`src/rtl/eth_pkg.sv`:
```
// Shared Ethernet constants and the TX sequencer state encoding.
// No logic here; imported by the TX controller and the CRC helper.
package eth_pkg;

    typedef enum logic [2:0] {
        ST_IDLE,
        ST_PREAMBLE,
        ST_SFD,
        ST_DATA,
        ST_PAD,
        ST_FCS,
        ST_IFG
    } tx_state_e;

    localparam logic [7:0]  ETH_PREAMBLE = 8'h55;
    localparam logic [7:0]  ETH_SFD      = 8'hD5;
    localparam logic [31:0] CRC32_POLY   = 32'hEDB88320;
    localparam logic [31:0] CRC32_INIT   = 32'hFFFFFFFF;
    localparam int          BYTE_CNT_W   = 11;

endpackage

```
`src/rtl/eth_frame_tx_ctrl_if.sv`:
```
// Payload-in / wire-byte-out bundle of the Ethernet TX sequencer plus its status pulses.
// master = payload source and wire sink, slave = the sequencer.
interface eth_frame_tx_ctrl_if;

    logic       s_tvalid;
    logic       s_tready;
    logic [7:0] s_tdata;
    logic       s_tlast;
    logic       m_tvalid;
    logic [7:0] m_tdata;
    logic       busy;
    logic       frame_done;
    logic       underrun;

    modport master (
        output s_tvalid, s_tdata, s_tlast,
        input  s_tready, m_tvalid, m_tdata, busy, frame_done, underrun
    );

    modport slave (
        input  s_tvalid, s_tdata, s_tlast,
        output s_tready, m_tvalid, m_tdata, busy, frame_done, underrun
    );

endinterface

```
`src/rtl/crc32_d8.sv`:
```
// IEEE 802.3 CRC32 (reflected), one byte per call; purely combinational, no handshake.
// Returns the running register, not its complement; callers invert for the FCS.
module crc32_d8
    import eth_pkg::*;
(
    input  logic [31:0] crc_in,
    input  logic [7:0]  data_in,
    output logic [31:0] crc_out
);

    logic [31:0] c;

    always_comb begin
        c = crc_in ^ {24'h000000, data_in};
        for (int i = 0; i < 8; i++) begin
            c = c[0] ? ((c >> 1) ^ CRC32_POLY) : (c >> 1);
        end
        crc_out = c;
    end

endmodule

```
`src/rtl/eth_frame_tx_ctrl.sv`:
```
// Ethernet TX sequencer: preamble, SFD, payload, pad, FCS, IFG; one wire byte per clk, output one cycle behind state.
// Payload is pulled only in DATA (s_tready from state); a missing byte there aborts the frame as underrun.
module eth_frame_tx_ctrl
    import eth_pkg::*;
#(
    parameter int PREAMBLE_LEN = 7,
    parameter int MIN_FRAME    = 60,
    parameter int IFG_BYTES    = 12
) (
    input  logic                clk,
    input  logic                rst,
    eth_frame_tx_ctrl_if.slave  bus
);

    localparam logic [7:0]            PRE_LAST = 8'(PREAMBLE_LEN - 1);
    localparam logic [7:0]            IFG_LAST = 8'(IFG_BYTES - 1);
    localparam logic [7:0]            FCS_LAST = 8'd3;
    localparam logic [BYTE_CNT_W-1:0] MIN_CNT  = BYTE_CNT_W'(MIN_FRAME);
    localparam logic [BYTE_CNT_W-1:0] CNT_MAX  = '1;

    tx_state_e             state_q, state_d;
    logic [7:0]            phase_q, phase_d;
    logic [BYTE_CNT_W-1:0] byte_cnt_q, byte_cnt_d;
    logic [31:0]           crc_q, crc_d;
    logic                  m_tvalid_q, m_tvalid_d;
    logic [7:0]            m_tdata_q, m_tdata_d;
    logic                  frame_done_q, frame_done_d;
    logic                  underrun_q, underrun_d;

    logic [7:0]            crc_byte;
    logic [31:0]           crc_next;
    logic [31:0]           crc_inv;
    logic [7:0]            fcs_byte;
    logic [BYTE_CNT_W-1:0] cnt_inc;

    // PAD feeds zeros into the CRC, DATA feeds the payload byte
    assign crc_byte = (state_q == ST_DATA) ? bus.s_tdata : 8'h00;
    assign crc_inv  = ~crc_q;
    assign fcs_byte = crc_inv[{phase_q[1:0], 3'b000} +: 8];
    assign cnt_inc  = (byte_cnt_q == CNT_MAX) ? CNT_MAX : byte_cnt_q + 1'b1;

    crc32_d8 u_crc32_d8 (
        .crc_in  (crc_q),
        .data_in (crc_byte),
        .crc_out (crc_next)
    );

    always_comb begin
        state_d      = state_q;
        phase_d      = phase_q;
        byte_cnt_d   = byte_cnt_q;
        crc_d        = crc_q;
        m_tvalid_d   = 1'b0;
        m_tdata_d    = 8'h00;
        frame_done_d = 1'b0;
        underrun_d   = 1'b0;

        case (state_q)
            ST_IDLE: begin
                phase_d = 8'd0;
                if (bus.s_tvalid) state_d = ST_PREAMBLE;
            end
            ST_PREAMBLE: begin
                m_tvalid_d = 1'b1;
                m_tdata_d  = ETH_PREAMBLE;
                phase_d    = phase_q + 8'd1;
                if (phase_q == PRE_LAST) begin
                    phase_d = 8'd0;
                    state_d = ST_SFD;
                end
            end
            ST_SFD: begin
                m_tvalid_d = 1'b1;
                m_tdata_d  = ETH_SFD;
                crc_d      = CRC32_INIT;
                byte_cnt_d = '0;
                state_d    = ST_DATA;
            end
            ST_DATA: begin
                if (bus.s_tvalid) begin
                    m_tvalid_d = 1'b1;
                    m_tdata_d  = bus.s_tdata;
                    crc_d      = crc_next;
                    byte_cnt_d = cnt_inc;
                    if (bus.s_tlast) begin
                        phase_d = 8'd0;
                        state_d = (cnt_inc < MIN_CNT) ? ST_PAD : ST_FCS;
                    end
                end else begin
                    underrun_d = 1'b1;
                    phase_d    = 8'd0;
                    state_d    = ST_IFG;
                end
            end
            ST_PAD: begin
                m_tvalid_d = 1'b1;
                m_tdata_d  = 8'h00;
                crc_d      = crc_next;
                byte_cnt_d = cnt_inc;
                if (cnt_inc >= MIN_CNT) begin
                    phase_d = 8'd0;
                    state_d = ST_FCS;
                end
            end
            ST_FCS: begin
                m_tvalid_d = 1'b1;
                m_tdata_d  = fcs_byte;
                phase_d    = phase_q + 8'd1;
                if (phase_q == FCS_LAST) begin
                    frame_done_d = 1'b1;
                    phase_d      = 8'd0;
                    state_d      = ST_IFG;
                end
            end
            ST_IFG: begin
                phase_d = phase_q + 8'd1;
                if (phase_q == IFG_LAST) begin
                    phase_d = 8'd0;
                    state_d = ST_IDLE;
                end
            end
            default: begin
                phase_d = 8'd0;
                state_d = ST_IDLE;
            end
        endcase
    end

    always_ff @(posedge clk) begin
        if (rst) begin
            state_q      <= ST_IDLE;
            phase_q      <= 8'd0;
            byte_cnt_q   <= '0;
            crc_q        <= CRC32_INIT;
            m_tvalid_q   <= 1'b0;
            m_tdata_q    <= 8'h00;
            frame_done_q <= 1'b0;
            underrun_q   <= 1'b0;
        end else begin
            state_q      <= state_d;
            phase_q      <= phase_d;
            byte_cnt_q   <= byte_cnt_d;
            crc_q        <= crc_d;
            m_tvalid_q   <= m_tvalid_d;
            m_tdata_q    <= m_tdata_d;
            frame_done_q <= frame_done_d;
            underrun_q   <= underrun_d;
        end
    end

    assign bus.s_tready   = (state_q == ST_DATA);
    assign bus.busy       = (state_q != ST_IDLE);
    assign bus.m_tvalid   = m_tvalid_q;
    assign bus.m_tdata    = m_tdata_q;
    assign bus.frame_done = frame_done_q;
    assign bus.underrun   = underrun_q;

endmodule

```
`src/flat_wrapper.sv`:
```
// flat-port wrapper written by rule: the top's interface ports become plain ports
module eth_frame_tx_ctrl_flat import eth_pkg::*;
#(
    parameter int PREAMBLE_LEN = 7,
    parameter int MIN_FRAME    = 60,
    parameter int IFG_BYTES    = 12
)
  (clk, rst, bus_s_tvalid, bus_s_tdata, bus_s_tlast, bus_s_tready, bus_m_tvalid, bus_m_tdata, bus_busy, bus_frame_done, bus_underrun);
  eth_frame_tx_ctrl_if bus_i ();
  input  logic clk;
  input  logic rst;
  input wire logic [$bits(bus_i.s_tvalid)-1:0] bus_s_tvalid;
  input wire logic [$bits(bus_i.s_tdata)-1:0] bus_s_tdata;
  input wire logic [$bits(bus_i.s_tlast)-1:0] bus_s_tlast;
  output wire logic [$bits(bus_i.s_tready)-1:0] bus_s_tready;
  output wire logic [$bits(bus_i.m_tvalid)-1:0] bus_m_tvalid;
  output wire logic [$bits(bus_i.m_tdata)-1:0] bus_m_tdata;
  output wire logic [$bits(bus_i.busy)-1:0] bus_busy;
  output wire logic [$bits(bus_i.frame_done)-1:0] bus_frame_done;
  output wire logic [$bits(bus_i.underrun)-1:0] bus_underrun;
  assign bus_i.s_tvalid = bus_s_tvalid;
  assign bus_i.s_tdata = bus_s_tdata;
  assign bus_i.s_tlast = bus_s_tlast;
  assign bus_s_tready = bus_i.s_tready;
  assign bus_m_tvalid = bus_i.m_tvalid;
  assign bus_m_tdata = bus_i.m_tdata;
  assign bus_busy = bus_i.busy;
  assign bus_frame_done = bus_i.frame_done;
  assign bus_underrun = bus_i.underrun;
  eth_frame_tx_ctrl #(.PREAMBLE_LEN(PREAMBLE_LEN), .MIN_FRAME(MIN_FRAME), .IFG_BYTES(IFG_BYTES)) u_core (.clk(clk), .rst(rst), .bus(bus_i));
endmodule
```
`config.mk`:
```
export PLATFORM = sky130hd
export DESIGN_NAME = eth_frame_tx_ctrl_flat
export DESIGN_NICKNAME = d
export VERILOG_FILES = /design/src/rtl/eth_pkg.sv /design/src/rtl/eth_frame_tx_ctrl_if.sv /design/src/rtl/crc32_d8.sv /design/src/rtl/eth_frame_tx_ctrl.sv /design/src/flat_wrapper.sv
export SDC_FILE = /design/constraint.sdc
export NUM_CORES = 1
export LEC_CHECK = 0
export ABC_AREA = 1
export BUFFER_PORTS_ARGS = -buffer_cell sky130_fd_sc_hd__buf_2
export CAP_MARGIN = 25
export CORE_ASPECT_RATIO = 1.25
export CORE_MARGIN = 2
export CORE_UTILIZATION = 65
export DETAILED_ROUTE_END_ITERATION = 8
export PLACE_DENSITY_LB_ADDON = 0.1
export SYNTH_ARGS = -nofsm -noshare
export SYNTH_HDL_FRONTEND = slang
export SYNTH_HIERARCHICAL = 1
export SYNTH_SLANG_ARGS = --single-unit
```
`constraint.sdc`:
```
create_clock -name clk -period 4.23 [get_ports clk]
set_input_delay 0.423 -clock clk [delete_from_list [all_inputs] [get_ports clk]]
set_output_delay 0.423 -clock clk [all_outputs]
set_load 0.05 [all_outputs]
```
# Word-level counts from Yosys, hierarchy flattened
# Cells that the tools add are included.
[classes] add_sub_neg=2 n_mux=36 n_lt_le_gt_ge=2 shift=1 n_reduce_logical=9 bitwise=13 eq_ne=17
[ops] operator="$mux W32" count=9
[ops] operator="$not A13 Y14" count=8
[ops] operator="$pmux W32 S3" count=1
[ops] operator="$mux W8" count=8
[ops] operator="$pmux W8 S6" count=1
[ops] operator="$pmux W11 S3" count=1
[ops] operator="$not A32 Y32" count=1
[ops] operator="$pmux W8 S4" count=1
[ops] operator="$shiftx A32 B6 Y8" count=1
[ops] operator="$xor A32 B8 Y32" count=1
[ops] operator="$mux W11" count=2
[ops] operator="$mux W3" count=7
[ops] operator="$pmux W3 S7" count=1
[ops] operator="$add A11 B1 Y11 const B" count=1
[ops] operator="$eq A11 B11 Y1 const B" count=1
[ops] operator="$ge A11 B6 Y1 const B" count=1
[ops] operator="$lt A11 B6 Y1 const B" count=1
[ops] operator="$eq A3 B3 Y1 const B" count=3
[ops] operator="$add A8 B1 Y8 const B" count=1
[ops] operator="$eq A8 B2 Y1 const B" count=1
[ops] operator="$eq A8 B3 Y1 const B" count=1
[ops] operator="$eq A8 B4 Y1 const B" count=1
[ops] operator="$ne A2 B1 Y1 const B" count=4
[ops] operator="$eq A3 B2 Y1 const B" count=2
[ops] operator="13 further kinds" count=21
[word_totals] in_bits=12 out_inout_bits=13 wordCells=88 regBits=65

# Longest topological paths before layout
[logic_depth] depth_word=21 depth_mapped=18 depth_no_buf=17

# By module
# The synthesis kept the hierarchy.
[modules_own_cells] module="eth_frame_tx_ctrl" seq_area_each_um2=1301.2 area_each_um2=3443.3 cells_per_inst=449 instances=1
[modules_own_cells] module="crc32_d8" seq_area_each_um2=0.0 area_each_um2=1293.7 cells_per_inst=257 instances=1

# Worst setup path before layout
# Ideal clock, no wire load.
[synth_timing] kind="register to register" from="register u_core.phase_q[0]" to="register u_core.state_q[0]" required_time_ns=4.116 n_path_buf=2 slack_ns=2.219 t_arrival_ns=1.897 path_stages_with_launch=14 synth_period_minus_slack_ns=2.011 setup_time_ns=0.114 cell_sequence="dfxtp_1 buf_2 inv_2 buf_1 ha_1 nand3_1 o21ai_0 nand3_2 nor2_1 nand2_2 inv_2 nand2_1 nand2_1 nor2_2"
[synth_via] elab_chain_cells=3 elab_cells_between_ends=7 cone_classes="6 x eq/ne; 1 x reduce/logical"
[synth_rtl] item="start: declaration" line="eth_frame_tx_ctrl.sv:22" rtl="logic [7:0] phase_q, phase_d;"
[synth_rtl] item="start signal: assignment" line="eth_frame_tx_ctrl.sv:141" rtl="phase_q <= phase_d;"
[synth_rtl] item="$eq A8 B4 Y1 (tied with other cells)" line="eth_frame_tx_ctrl.sv:117" rtl="if (phase_q == IFG_LAST) begin"
[synth_rtl] item="$ne A2 B1 Y1 (no line)"
[synth_rtl] item="$reduce_and A6 Y1 (no line) (*)"
[synth_rtl] item="end signal: assignment" line="eth_frame_tx_ctrl.sv:140" rtl="state_q <= state_d;"
[synth_rtl] item="end: declaration" line="eth_frame_tx_ctrl.sv:21" rtl="tx_state_e state_q, state_d;"
# Mark *: on every way between the ends. The rest lies on a longest branch, timed or not.
# A chain may end at the register's enable or synchronous reset.

# Worst setup path in the final report
[layout_timing] from="register u_core.state_q[1]" to="register u_core.byte_cnt_q[8]"
[layout_via] elab_chain_cells=3 elab_cells_between_ends=7 cone_classes="4 x eq/ne; 1 x mux; 2 x reduce/logical"
[layout_rtl] item="$eq A3 B2 Y1 / $eq A3 B3 Y1 (equally long branches)" line="eth_frame_tx_ctrl.sv:58" rtl="case (state_q)"
[layout_rtl] item="$ne A2 B2 Y1 (no line) / $reduce_bool A3 Y1 (equally long branches)"
[layout_rtl] item="$reduce_and A2 Y1 (no line)"
[layout_rtl] item="end signal: assignment" line="eth_frame_tx_ctrl.sv:142" rtl="byte_cnt_q <= byte_cnt_d;"
[layout_rtl] item="end: declaration" line="eth_frame_tx_ctrl.sv:23" rtl="logic [BYTE_CNT_W-1:0] byte_cnt_q, byte_cnt_d;"
# Several ways; a longest one is shown, not always the timed one.

==> flow_metrics.py <==
metrics = {
    "critical_path": {
        "cpMostUsedCell": "nor2_1",
        "start_kind": "register",
        "worst-path-buf-inv": 3,
        "cpLargestDelayFamily": "simple AND/OR/NAND/NOR gates",
        "arrival_ns": 2.97,
        "crit_type": "register to register",
        "crit_path_end_kind": "register",
        "worstPathCellList": "inv_1, nor2_1, nand2_1, inv_2, nand2_1, nand2_2, a21oi_4, inv_2, nor2_1, a21oi_1, nor2_1",
        "critPathMaxFanout": 34,
        "critPathMaxStageDelay_ns": 0.68,
        "crit_path_top_delay_cell": "inv_2",
        "critical_path_required_ns": 4.44,
    },
    "sta": {
        "drv_slew": 0,
        "fmax_mhz": 361,
        "worst_pin_slew_ns": 0.900,
        "min_period_ns": 2.77,
        "fin_crit_sh_pct": 65.4,
        "fin_skew_ns": 0.00861,
        "slew_headroom_pct": 39.9,
        "setup_violations": 0,
        "rsz0062_at_grt": "false",
        "fin_ws_ns": 1.46,
        "timing.setup.tns_ns": 0,
        "hold_viol": 0,
    },
    "final_layout": {
        "finalInstanceArea_mm2": 0.00507,
        "syn2layout_area_growth_pct": 7.05,
        "fin_util_pct": 72.2,
        "diodes": 0,
        "nets": 738,
        "multi_input_area_mm2": 0.00301,
        "fillers": 604,
        "regArea_mm2": 0.00130,
        "drive_gt1_share_pct": 19.8,
    },
    "clocking": {
        "clkTransAtPathRegs_ns": 0.07,
        "clk_path_buf_depth": 2,
        "cts-root-buf": "clkbuf_8",
        "cts-resized-gates": 0,
        "clk_latency_ns": 0.35,
        "htreeDepth": 3,
        "cts_tree": "yes",
        "post_cts_buffers": 0,
        "cts.sinks": 65,
        "cts_buffers": 9,
        "ctsHoldBuffers": 0,
    },
    "grt": {
        "antenna_found_initial": 0,
        "grt-busiest-layer": "met2",
        "grt_use_met3_pct": 6.26,
        "use_met1_pct": 38.4,
        "grt-ovfl-total": 0,
        "grt_pass1_vias": 4501,
        "groute.usage.overall_pct": 32.5,
        "grt_max_degree": 37,
        "grt_pass1_wl_um": 20600,
        "met2_usage_pct": 55.6,
    },
    "routing": {
        "drc": 0,
        "ant_nets": 0,
        "vias": 4696,
        "viasPerCell": 5.75,
        "drt-pass1-iter-count": 5,
        "totalWireLength_um": 12100,
        "detailedRoute.firstIterationViolations": 369,
        "avgRoutedWirePerCell_um": 14.9,
    },
    "yosys": {
        "syn_area_per_cell_um2": 6.71,
        "yosys.area.top_type_share_pct": 27.5,
        "synthTopCellsByArea": "dfxtp_1 27%, nand2_1 20%, o22ai_2 7.9%, inv_1 5.7%, xor2_1 5.0%",
        "async_flop_share_pct": 0,
        "ys.flop_type": "dfxtp_1",
        "synth.most_common_cell": "nand2_1",
        "ys_seq_area_share_pct": 27.5,
        "synthTopCellsByCount": "247 x nand2_1, 72 x inv_1, 65 x dfxtp_1",
        "syn_nets": 721,
        "yosysTopAreaCell": "dfxtp_1",
        "syn_inst": 706,
        "ys_types": 43,
        "synth_seq_cells": 65,
        "synth_area_mm2": 0.00474,
        "yosys_warnings": 6,
        "synth-edff-count": 0,
    },
    "placement": {
        "dpl_worst_slack_ns": 1.51,
        "place_hpwl_um": 8490,
        "placed_area_mm2": 0.00488,
        "place.gp.congestion": 0.937,
        "io_buffer_count": 24,
    },
    "floorplanning": {
        "die_y_um": 99.4,
        "num_rows": 34,
        "initial_core_util_pct": 67.5,
        "dieArea_mm2": 0.00799,
        "io_pins": 25,
        "die_w_um": 80.4,
        "coreArea_mm2": 0.00702,
    },
    "min_path": {
        "hp-class": "input port to register",
    },
    "power": {
        "vdd_ir_drop_max_mv": 0.355,
        "power_density_mw_per_mm2": 482,
        "power.leakage_nw": 2.40,
    },
    "status": {
        "outcome": "completed",
    },
    "run": {
        "cap_viol_max_count": 0,
    },
}
==> registers in the layout, indices dropped and copies added, names as in the netlist <==
register / count
u_core/state_q: 3
u_core/bus.m_tvalid: 1
u_core/bus.frame_done: 1
u_core/bus.m_tdata: 8
u_core/crc_q: 32
u_core/bus.underrun: 1
u_core/byte_cnt_q: 11
u_core/phase_q: 8
==> per-stage QoR <==
stage | total power [mW] | cells | hold WS [ns]
finish | 2.45 | 817 | 0.324
global route | 2.61 | 817 | 0.312
CTS | 2.44 | 817 | 0.311
detailed placement | 1.89 | 802 | 0.461
global placement | 1.87 | 802 | 0.454
floorplan | 1.66 | 706 | 0.447
==> per-layer routing <==
metal,wire [um],vias to the layer above,share of wire (%)
met2,5960,194,49
met3,810,49,6.7
met4,512,0,4.2
li1,-,2276,-
met1,4860,2177,40
met5,0,-,0
==> tightest hold or removal path, stage by stage <==
cell	delay, ns
buf_2	0.09
a32oi_1	0.05
nor2_1	0.08
==> cells in the final DEF (no fill, tap or decap), types with 8 or more instances in the layout <==
cell      instances
nand3_1          46
nor2_1           50
xor2_1           27
nand2_1         247
inv_1            72
o21ai_0          10
a21oi_1          22
xnor2_1           8
o22ai_2          30
a21oi_2           8
dfxtp_1          65
buf_2            24
inv_2             9
clkbuf_8         11
nand2_2          27
==> logic make-up after synthesis <==
kind of cell / synth area share, %
flip-flops: 27.5
AO/OA/AOI/OAI: 16.0
buffers and inverters: 8.93
adder cells (fa/ha/maj): 0.792
XOR/XNOR: 6.95
AND/OR/NAND/NOR: 39.9
==> layout make-up <==
cell class / instances / share of cell area [%]
Inverter: 83 / 6.19
Sequential cell: 65 / 25.7
Timing Repair Buffer: 26 / 2.66
Clock inverter: 3 / 0.790
Multi-Input combinational cell: 538 / 59.4
Clock buffer: 12 / 3.06
Tap cell: 90 / 2.22
==> path summary, 6_finish.rpt <==
check	cells after the start	start	endpoint	slack (ns)
max	11	u_core/state_q[1]	u_core/byte_cnt_q[8]	1.46
min	3	bus_s_tdata[3]	u_core/bus.m_tdata[3]	0.32
max reg2reg	11	u_core/state_q[1]	u_core/byte_cnt_q[8]	1.46
min reg2reg	2	u_core/phase_q[5]	u_core/phase_q[5]	0.47
==> power breakdown <==
group / switching (mW) / internal (mW)
Clock: 0.246 / 0.300
Sequential: 0.0645 / 0.665
Combinational: 0.825 / 0.347
Total: 1.14 / 1.31
(Power assumes the default switching activity.)
